<file path="src/rtl/tick_uart_tx_if.sv">
`default_nettype none
// ============================================================================
// Module      : tick_uart_tx_if
// Description : Word handshake between a producer and the tick-timed UART TX.
// Revision    : 1.0 - initial release
// ============================================================================
interface tick_uart_tx_if #(
    parameter int DATA_W = 8
);
    logic [DATA_W-1:0] tx_data;
    logic              tx_valid;
    logic              tx_ready;

    modport master (
        output tx_data,
        output tx_valid,
        input  tx_ready
    );

    modport slave (
        input  tx_data,
        input  tx_valid,
        output tx_ready
    );
endinterface
`default_nettype wire

</file>
<file path="src/rtl/tick_uart_tx.sv">
`default_nettype none
// ============================================================================
// Module      : tick_uart_tx
// Description : Async-serial transmitter timed by an external divider strobe.
// Revision    : 1.0 - initial release
// ============================================================================
module tick_uart_tx #(
    parameter int DATA_W     = 8,
    parameter int BIT_TICKS  = 1,
    parameter int PARITY_EN  = 0,
    parameter int PARITY_ODD = 0,
    parameter int STOP_BITS  = 1
) (
    input  logic                sys_clk,
    input  logic                sys_rst,
    input  logic                tick_en,
    tick_uart_tx_if.slave       tx,
    output logic                tx_out,
    output logic                tx_busy,
    output logic                tx_done
);

    localparam int C_CNT_W = (BIT_TICKS > 1) ? $clog2(BIT_TICKS) : 1;
    localparam int C_IDX_W = (DATA_W > 1) ? $clog2(DATA_W) : 1;
    localparam logic [C_CNT_W-1:0] C_TICK_LAST = C_CNT_W'(BIT_TICKS - 1);
    localparam logic [C_IDX_W-1:0] C_IDX_LAST  = C_IDX_W'(DATA_W - 1);
    localparam logic C_PAR_EN   = (PARITY_EN != 0);
    localparam logic C_PAR_ODD  = (PARITY_ODD != 0);
    localparam logic C_TWO_STOP = (STOP_BITS == 2);

    typedef enum logic [2:0] {
        IDLE   = 3'd0,
        SYNC   = 3'd1,
        START  = 3'd2,
        DATA   = 3'd3,
        PARITY = 3'd4,
        STOP   = 3'd5
    } state_t;

    state_t               r_state;
    logic [C_CNT_W-1:0]   r_tick_cnt;
    logic [DATA_W-1:0]    r_shift;
    logic [C_IDX_W-1:0]   r_bit_idx;
    logic                 r_stop_idx;
    logic                 r_parity;
    logic                 r_tx_out;
    logic                 r_ready;
    logic                 r_busy;
    logic                 r_done;

    logic w_accept;
    logic w_bit_end;
    logic w_parity;

    assign w_accept  = tx.tx_valid & r_ready;
    assign w_bit_end = tick_en & (r_tick_cnt == C_TICK_LAST);
    assign w_parity  = (^tx.tx_data) ^ C_PAR_ODD;

    assign tx.tx_ready = r_ready;
    assign tx_out      = r_tx_out;
    assign tx_busy     = r_busy;
    assign tx_done     = r_done;

    always_ff @(posedge sys_clk) begin
        if (sys_rst) begin
            r_state    <= IDLE;
            r_tick_cnt <= '0;
            r_shift    <= '0;
            r_bit_idx  <= '0;
            r_stop_idx <= 1'b0;
            r_parity   <= 1'b0;
            r_tx_out   <= 1'b1;
            r_ready    <= 1'b1;
            r_busy     <= 1'b0;
            r_done     <= 1'b0;
        end else begin
            r_done <= 1'b0;
            case (r_state)
                IDLE: begin
                    if (w_accept) begin
                        r_shift  <= tx.tx_data;
                        r_parity <= w_parity;
                        r_state  <= SYNC;
                        r_ready  <= 1'b0;
                        r_busy   <= 1'b1;
                    end
                end
                // Waiting for a tick so the start bit begins on a tick boundary.
                SYNC: begin
                    if (tick_en) begin
                        r_state    <= START;
                        r_tx_out   <= 1'b0;
                        r_tick_cnt <= '0;
                    end
                end
                default: begin
                    if (tick_en && !w_bit_end) begin
                        r_tick_cnt <= r_tick_cnt + C_CNT_W'(1);
                    end else if (w_bit_end) begin
                        r_tick_cnt <= '0;
                        case (r_state)
                            START: begin
                                r_state   <= DATA;
                                r_tx_out  <= r_shift[0];
                                r_shift   <= r_shift >> 1;
                                r_bit_idx <= '0;
                            end
                            DATA: begin
                                if (r_bit_idx != C_IDX_LAST) begin
                                    r_tx_out  <= r_shift[0];
                                    r_shift   <= r_shift >> 1;
                                    r_bit_idx <= r_bit_idx + C_IDX_W'(1);
                                end else if (C_PAR_EN) begin
                                    r_state  <= PARITY;
                                    r_tx_out <= r_parity;
                                end else begin
                                    r_state    <= STOP;
                                    r_tx_out   <= 1'b1;
                                    r_stop_idx <= 1'b0;
                                end
                            end
                            PARITY: begin
                                r_state    <= STOP;
                                r_tx_out   <= 1'b1;
                                r_stop_idx <= 1'b0;
                            end
                            STOP: begin
                                if (r_stop_idx == C_TWO_STOP) begin
                                    r_state <= IDLE;
                                    r_done  <= 1'b1;
                                    r_ready <= 1'b1;
                                    r_busy  <= 1'b0;
                                end else begin
                                    r_stop_idx <= 1'b1;
                                end
                            end
                            default: begin
                                r_state  <= IDLE;
                                r_tx_out <= 1'b1;
                                r_ready  <= 1'b1;
                                r_busy   <= 1'b0;
                            end
                        endcase
                    end
                end
            endcase
        end
    end

endmodule
`default_nettype wire
</file>
<file path="src/flat_wrapper.sv">
// flat-port wrapper written by rule: the top's interface ports become plain ports
module tick_uart_tx_flat 
#(
    parameter int DATA_W     = 8,
    parameter int BIT_TICKS  = 1,
    parameter int PARITY_EN  = 0,
    parameter int PARITY_ODD = 0,
    parameter int STOP_BITS  = 1
)
  (sys_clk, sys_rst, tick_en, tx_out, tx_busy, tx_done, tx_tx_data, tx_tx_valid, tx_tx_ready);
  tick_uart_tx_if #(.DATA_W(DATA_W)) tx_i ();
  input  logic sys_clk;
  input  logic sys_rst;
  input  logic tick_en;
  output logic tx_out;
  output logic tx_busy;
  output logic tx_done;
  input wire logic [$bits(tx_i.tx_data)-1:0] tx_tx_data;
  input wire logic [$bits(tx_i.tx_valid)-1:0] tx_tx_valid;
  output wire logic [$bits(tx_i.tx_ready)-1:0] tx_tx_ready;
  assign tx_i.tx_data = tx_tx_data;
  assign tx_i.tx_valid = tx_tx_valid;
  assign tx_tx_ready = tx_i.tx_ready;
  tick_uart_tx #(.DATA_W(DATA_W), .BIT_TICKS(BIT_TICKS), .PARITY_EN(PARITY_EN), .PARITY_ODD(PARITY_ODD), .STOP_BITS(STOP_BITS)) u_core (.sys_clk(sys_clk), .sys_rst(sys_rst), .tick_en(tick_en), .tx(tx_i), .tx_out(tx_out), .tx_busy(tx_busy), .tx_done(tx_done));
endmodule
</file>
<file path="config.mk">
export PLATFORM = sky130hd
export DESIGN_NAME = tick_uart_tx_flat
export DESIGN_NICKNAME = d
export VERILOG_FILES = /design/src/rtl/tick_uart_tx_if.sv /design/src/rtl/tick_uart_tx.sv /design/src/flat_wrapper.sv
export SDC_FILE = /design/constraint.sdc
export NUM_CORES = 1
export LEC_CHECK = 0
export CELL_PAD_IN_SITES_DETAIL_PLACEMENT = 1
export CELL_PAD_IN_SITES_GLOBAL_PLACEMENT = 1
export CORE_MARGIN = 3
export CORE_UTILIZATION = 30
export CTS_BUF_LIST = sky130_fd_sc_hd__clkbuf_4
export DETAILED_ROUTE_END_ITERATION = 12
export PLACE_DENSITY = 0.59
export SYNTH_ARGS = -nofsm -noshare
export SYNTH_HDL_FRONTEND = slang
export SYNTH_SLANG_ARGS = --single-unit
</file>
<file path="constraint.sdc">
create_clock -name sys_clk -period 2 [get_ports sys_clk]
set_input_delay 0.2 -clock sys_clk [delete_from_list [all_inputs] [get_ports sys_clk]]
set_output_delay 0.2 -clock sys_clk [all_outputs]
set_load 0.01 [all_outputs]
</file>
==> results of run 1 <==
-- worst min path at each step --
stage	start	end	cells after the start
final	u_core.tx_out	u_core.tx_out	1
after global routing	u_core.tx_out	u_core.tx_out	1
after CTS	u_core.tx_out	u_core.tx_out	1
after detailed placement	u_core.tx_out	u_core.tx_out	1
after global placement	u_core.tx_out	u_core.tx_out	1
after floorplan	tx_tx_valid	u_core.r_shift[7]	2
-- flip-flops by register name, summed over array words and instances, names as in the netlist --
| name | cells |
|---|---|
| u_core.r_bit_idx | 3 |
| u_core.tx.tx_ready | 1 |
| u_core.r_shift | 8 |
| u_core.r_state | 3 |
| u_core.tx_busy | 1 |
| u_core.tx_done | 1 |
| u_core.tx_out | 1 |
| u_core.r_tick_cnt | 1 |
-- worst max-delay path, delay by kind of cell (launching register included) --
| family | cells | cell delay [ns] |
|---|---|---|
| AO/OA/AOI/OAI | 3 | 0.46 |
| adder cells (fa/ha/maj) | 2 | 0.47 |
| flip-flops | 1 | 0.35 |
| AND/OR/NAND/NOR | 1 | 0.18 |
| buffers and inverters | 1 | 0.21 |
-- cell type report --
type / count / area (um2)
inverter: 1 / 3.75
timing repair buffer: 20 / 188
sequential: 19 / 380
multi-input combinational: 84 / 577
clock buffer: 4 / 30.0
fill: 388 / 1870
tap: 44 / 55.1
-- through the flow --
stage          utilization  worst slack [ns]  hold slack (ns)
2_1_floorplan            -             0.299            0.371
3_3_place_gp         0.388             0.300            0.448
3_5_place_dp         0.388             0.217            0.459
4_1_cts              0.398             0.203            0.486
5_1_grt              0.398            0.0848            0.498
6_report             0.398             0.232            0.482
-- cells in the mapped netlist, types with 2 or more instances --
cell	n	area [um2]
dfxtp_1	19	380
a21oi_1	15	75.1
nor2_1	8	30.0
a311oi_1	7	61.3
mux2i_1	7	70.1
nand2b_1	7	43.8
nand2_1	5	18.8
buf_2	4	20.0
nor2b_1	4	25.0
o21ai_0	4	20.0
ha_1	3	37.5
a211oi_1	2	15.0
a22oi_1	2	15.0
clkbuf_1	2	7.51
nor3_1	2	10.0
nor3b_1	2	15.0
o21bai_1	2	15.0
-- metal layers --
metal	vias up	global-route usage	share of wire
li1	446	-	-
met1	413	0.172	0.51
met2	16	0.194	0.44
met3	2	0.0428	0.046
met4	0	0.0243	0.0056
met5	-	0	0
-- cell families (layout without fill, tap and decap cells) --
logic type,count (synthesis),count (layout),synth area share
fa+ha+maj,3,3,0.0377
flops,19,19,0.382
buf+inv,8,25,0.0389
simple gates,35,35,0.205
compound gates,39,39,0.266
mux,7,7,0.0704
-- power by group through the flow --
stage	logic, uW	registers [uW]	clock network, uW
floorplan	259	476	0
global placement	345	499	0
detailed placement	351	501	0
CTS	354	493	221
global route	394	503	236
finish	348	493	208
==> out/metrics.yaml, run 1 <==
first_pass_iters: 4
die_h_um: 63.6
synthArstFlopShare: 0
cts_buffer_depth: 2
stdcell_count: 172
worstSetupEndpointType: "flip-flop"
antenna_found_initial: 0
syn_nets: 126
clock_latency_ns: 0.30
p_seq_frac: 0.470
grt_pass1_vias: 892
status: "complete, no violations"
power_density_mw_per_mm2: 850
r2r_end: "u_core.r_shift[6]"
worst-setup-path-type: "flip-flop to flip-flop"
wl_per_cell_um: 13.5
hold_violations: 0
layout_common_cells: "dfxtp_1 (19), a21oi_1 (15), clkdlybuf4s50_1 (15)"
path_clk_slew_ns: 0.11
grt_max_degree: 16
hold_path.class: "flip-flop to flip-flop"
setup_viol: 0
drv_cap: 0
fmax_mhz: 566
fin_crit_ns: 1.77
ys_types: 33
syn_avg_cell_area_um2: 8.97
fin_skew_ns: 0.0125
cp-endpoint: "u_core.r_shift[6]"
cts_setup_buffers: 0
fp.dieW_um: 63.6
synth_cells: 111
rrSetupSlack_ns: 0.23
crit_required_ns: 2.20
total_power_uw: 1050
synth_edf_count: 0
grt-ovfl-total: 0
die-area_mm2: 0.00405
worstMarginPinSlew_ns: 0.527
p_int_uw: 703
path_cells: "ha_1, ha_1, nand2b_1, a22oi_2, buf_4, a21oi_1, a311oi_1"
wirelength_um: 2320
ys_seq_area_frac: 0.382
post_dp_cell_area_mm2: 0.00120
start_util: 0.321
fin_area_mm2: 0.00123
cpMostUsedCell: "ha_1"
final_common_cell: "dfxtp_1"
arrival_ns: 1.97
drc: 0
path_max_fanout: 14
synth_ff_type: "dfxtp_1"
mappedNetlistArea_um2: 996
p_clk_frac: 0.199
finalCritPeriodShare: 0.884
rsz0062_at_grt: "no"
grt_usage: 0.127
p_sw_frac: 0.330
root_buffer: "clkbuf_4"
cts_tree: "yes"
via_count: 877
relSlewSlack: 0.647
drt-initial-drc-count: 49
finalWeightedCongestion: 0.669
io_buffers: 15
cts_resized: 0
fp-row-count: 20
hpwlAfterDp_um: 1680
insertedDiodeCount: 0
ir_worst_vdd_mv: 0.324
pwr-share-comb: 0.331
boundaryPins: 16
drtAntennaViolNets: 0
grt_pass1_wl_um: 4160
core_area_mm2: 0.00310
cp_slowest_cell: "dfxtp_1"
drive_gt1_frac: 0.109
via_per_inst: 5.10
cpPeakStageDelay_ns: 0.35
drv_slew: 0
fin_setup_tns_ns: 0
fin_nets: 144
ff2ff_path_depth: 7
r2r-start: "u_core.r_bit_idx[0]"
htreeDepth: 1
clock-sinks: 19
static-leakage-power_uw: 0.000467
dp_cells: 168
numCtsBuffers: 3
cts_hold_repair.buffers: 0
synth_seq_cells: 19
yosysWarnings: 0
area_growth_pct: 23.9
p_sw_uw: 346
startpoint_type: "flip-flop"
crit_path_start: "u_core.r_bit_idx[0]"
No activity file was read; power rests on OpenSTA's default activity.
==> inputs of run 2 (changes only) <==
CAP_MARGIN = 40   (was not set)
==> results of run 2 <==
Same layout as run 1: the final DEF is identical, and so are final timing and power.
==> inputs of run 3 (changes only) <==
ABC_CLOCK_PERIOD_IN_PS = 2060   (was not set)
CELL_PAD_IN_SITES_DETAIL_PLACEMENT = not set   (was 1)
CELL_PAD_IN_SITES_GLOBAL_PLACEMENT = not set   (was 1)
PLACE_DENSITY = 0.47   (was 0.59)
clock period = 2.06 ns   (was 2 ns; I/O delays follow)
==> run 3 against run 2 <==
Worst setup slack better by 0.075 ns. Global-route usage shrank 0.96 points. Largest cell class unchanged. Sequential share of layout area grew 0.44 points. Core utilization decreased by 0.56 points. Largest power group unchanged. Clock-buffer cell count shrank 1. Critical path depth did not move.
==> out/metrics.yaml, run 3 (same netlist as run 1, synthesis figures left out) <==
hpwlAfterDp_um: 1530
largest_register_ffs: 8
stdcell_count: 170
cts_hold_repair.buffers: 0
grt_pass1_wl_um: 3800
cts_resized: 0
fin_setup_tns_ns: 0
finalCritPeriodShare: 0.851
start_util: 0.321
dp_cells: 166
io_buffers: 15
grt_usage: 0.117
drive_gt1_frac: 0.0952
worstSetupEndpointType: "flip-flop"
die-area_mm2: 0.00405
final_common_cell: "dfxtp_1"
cts_buffer_depth: 2
grt_max_degree: 16
hold_path.class: "flip-flop to flip-flop"
cts_tree: "yes"
cts_setup_buffers: 0
worst-setup-path-type: "flip-flop to flip-flop"
htreeDepth: 1
insertedDiodeCount: 0
setup_viol: 0
arrival_ns: 1.97
status: "complete, no violations"
path_clk_slew_ns: 0.12
first_pass_iters: 4
fmax_mhz: 571
clock-sinks: 19
wl_per_cell_um: 12.8
fp-row-count: 20
fin_area_mm2: 0.00122
nFillCells: 338
boundaryPins: 16
worstMarginPinSlew_ns: 0.551
finalWeightedCongestion: 0.806
ir_worst_vdd_mv: 0.253
multi_input_area_um2: 577
wirelength_um: 2180
grt-ovfl-total: 0
hold_violations: 0
layout_common_cells: "dfxtp_1 (19), a21oi_1 (15), clkdlybuf4s50_1 (15)"
grt_pass1_vias: 815
power_density_mw_per_mm2: 820
numCtsBuffers: 3
drtAntennaViolNets: 0
path_max_fanout: 15
fp.dieW_um: 63.6
root_buffer: "clkbuf_4"
core_area_mm2: 0.00310
rsz0062_at_grt: "no"
crit_required_ns: 2.28
startpoint_type: "flip-flop"
drv_cap: 0
drt-initial-drc-count: 54
reg_top3: "u_core.r_shift: 8 flops, u_core.r_bit_idx: 3 flops, u_core.r_state: 3 flops"
largest_register: "u_core.r_shift"
post_dp_cell_area_mm2: 0.00119
via_per_inst: 5.04
clock_latency_ns: 0.30
die_h_um: 63.6
fin_crit_ns: 1.75
antenna_found_initial: 0
final_core_util: 0.392
drv_slew: 0
relSlewSlack: 0.630
drc: 0
fin_nets: 142
register_area_um2: 380
fin_skew_ns: 0.00573
via_count: 857
area_growth_pct: 22.1
static-leakage-power_uw: 0.000458
-- run 3: cell count changes in the layout (fill, tap and decap cells not counted), sizes merged --
cell	previous run	this run
buf	5	3
clkbuf	4	3
clkinv	0	1
-- run 3: cell type report --
class	instances	area share
multi-input combinational	84	0.474
sequential	19	0.313
timing repair buffer	18	0.142
tap	44	0.0453
clock buffer	3	0.0185
clock inverter	1	0.00412
inverter	1	0.00309
-- run 3: stage by stage --
| step | setup WS (ns) | total power [uW] | hold slack (ns) |
|---|---|---|---|
| after floorplan | 0.359 | 714 | 0.377 |
| after global placement | 0.303 | 808 | 0.454 |
| after detailed placement | 0.305 | 809 | 0.450 |
| after CTS | 0.317 | 1010 | 0.479 |
| after global routing | 0.192 | 1070 | 0.516 |
| final | 0.307 | 997 | 0.476 |
-- run 3: metal layers --
layer	part of all wire	vias up	GRT usage	wire length, um
met2	0.42	14	0.173	915
met3	0.043	2	0.0285	93
met5	0	-	0	0
met1	0.53	400	0.161	1160
met4	0.0087	0	0.0485	19
li1	-	441	-	-
-- run 3: worst max-delay path: stages (launching register included) --
cell      delay (ns)
dfxtp_1         0.35
ha_1            0.22
ha_1            0.25
nand2b_1        0.17
a22oi_2         0.12
buf_4           0.22
a21oi_1         0.09
a311oi_1        0.24
-- run 3: worst paths after layout --
kind | startpoint | to | slack [ns] | cells after the start
hold / removal | u_core.tx_out | u_core.tx_out | 0.48 | 1
hold reg to reg | u_core.tx_out | u_core.tx_out | 0.48 | 1
setup / recovery | u_core.r_bit_idx[0] | u_core.r_shift[0] | 0.31 | 7
setup reg to reg | u_core.r_bit_idx[0] | u_core.r_shift[0] | 0.31 | 7
-- run 3: report_power, final --
part	switching, uW	internal (uW)	total [uW]
logic	161	165	326
clock network	124	72.4	196
registers	55.3	420	475
total	340	657	997
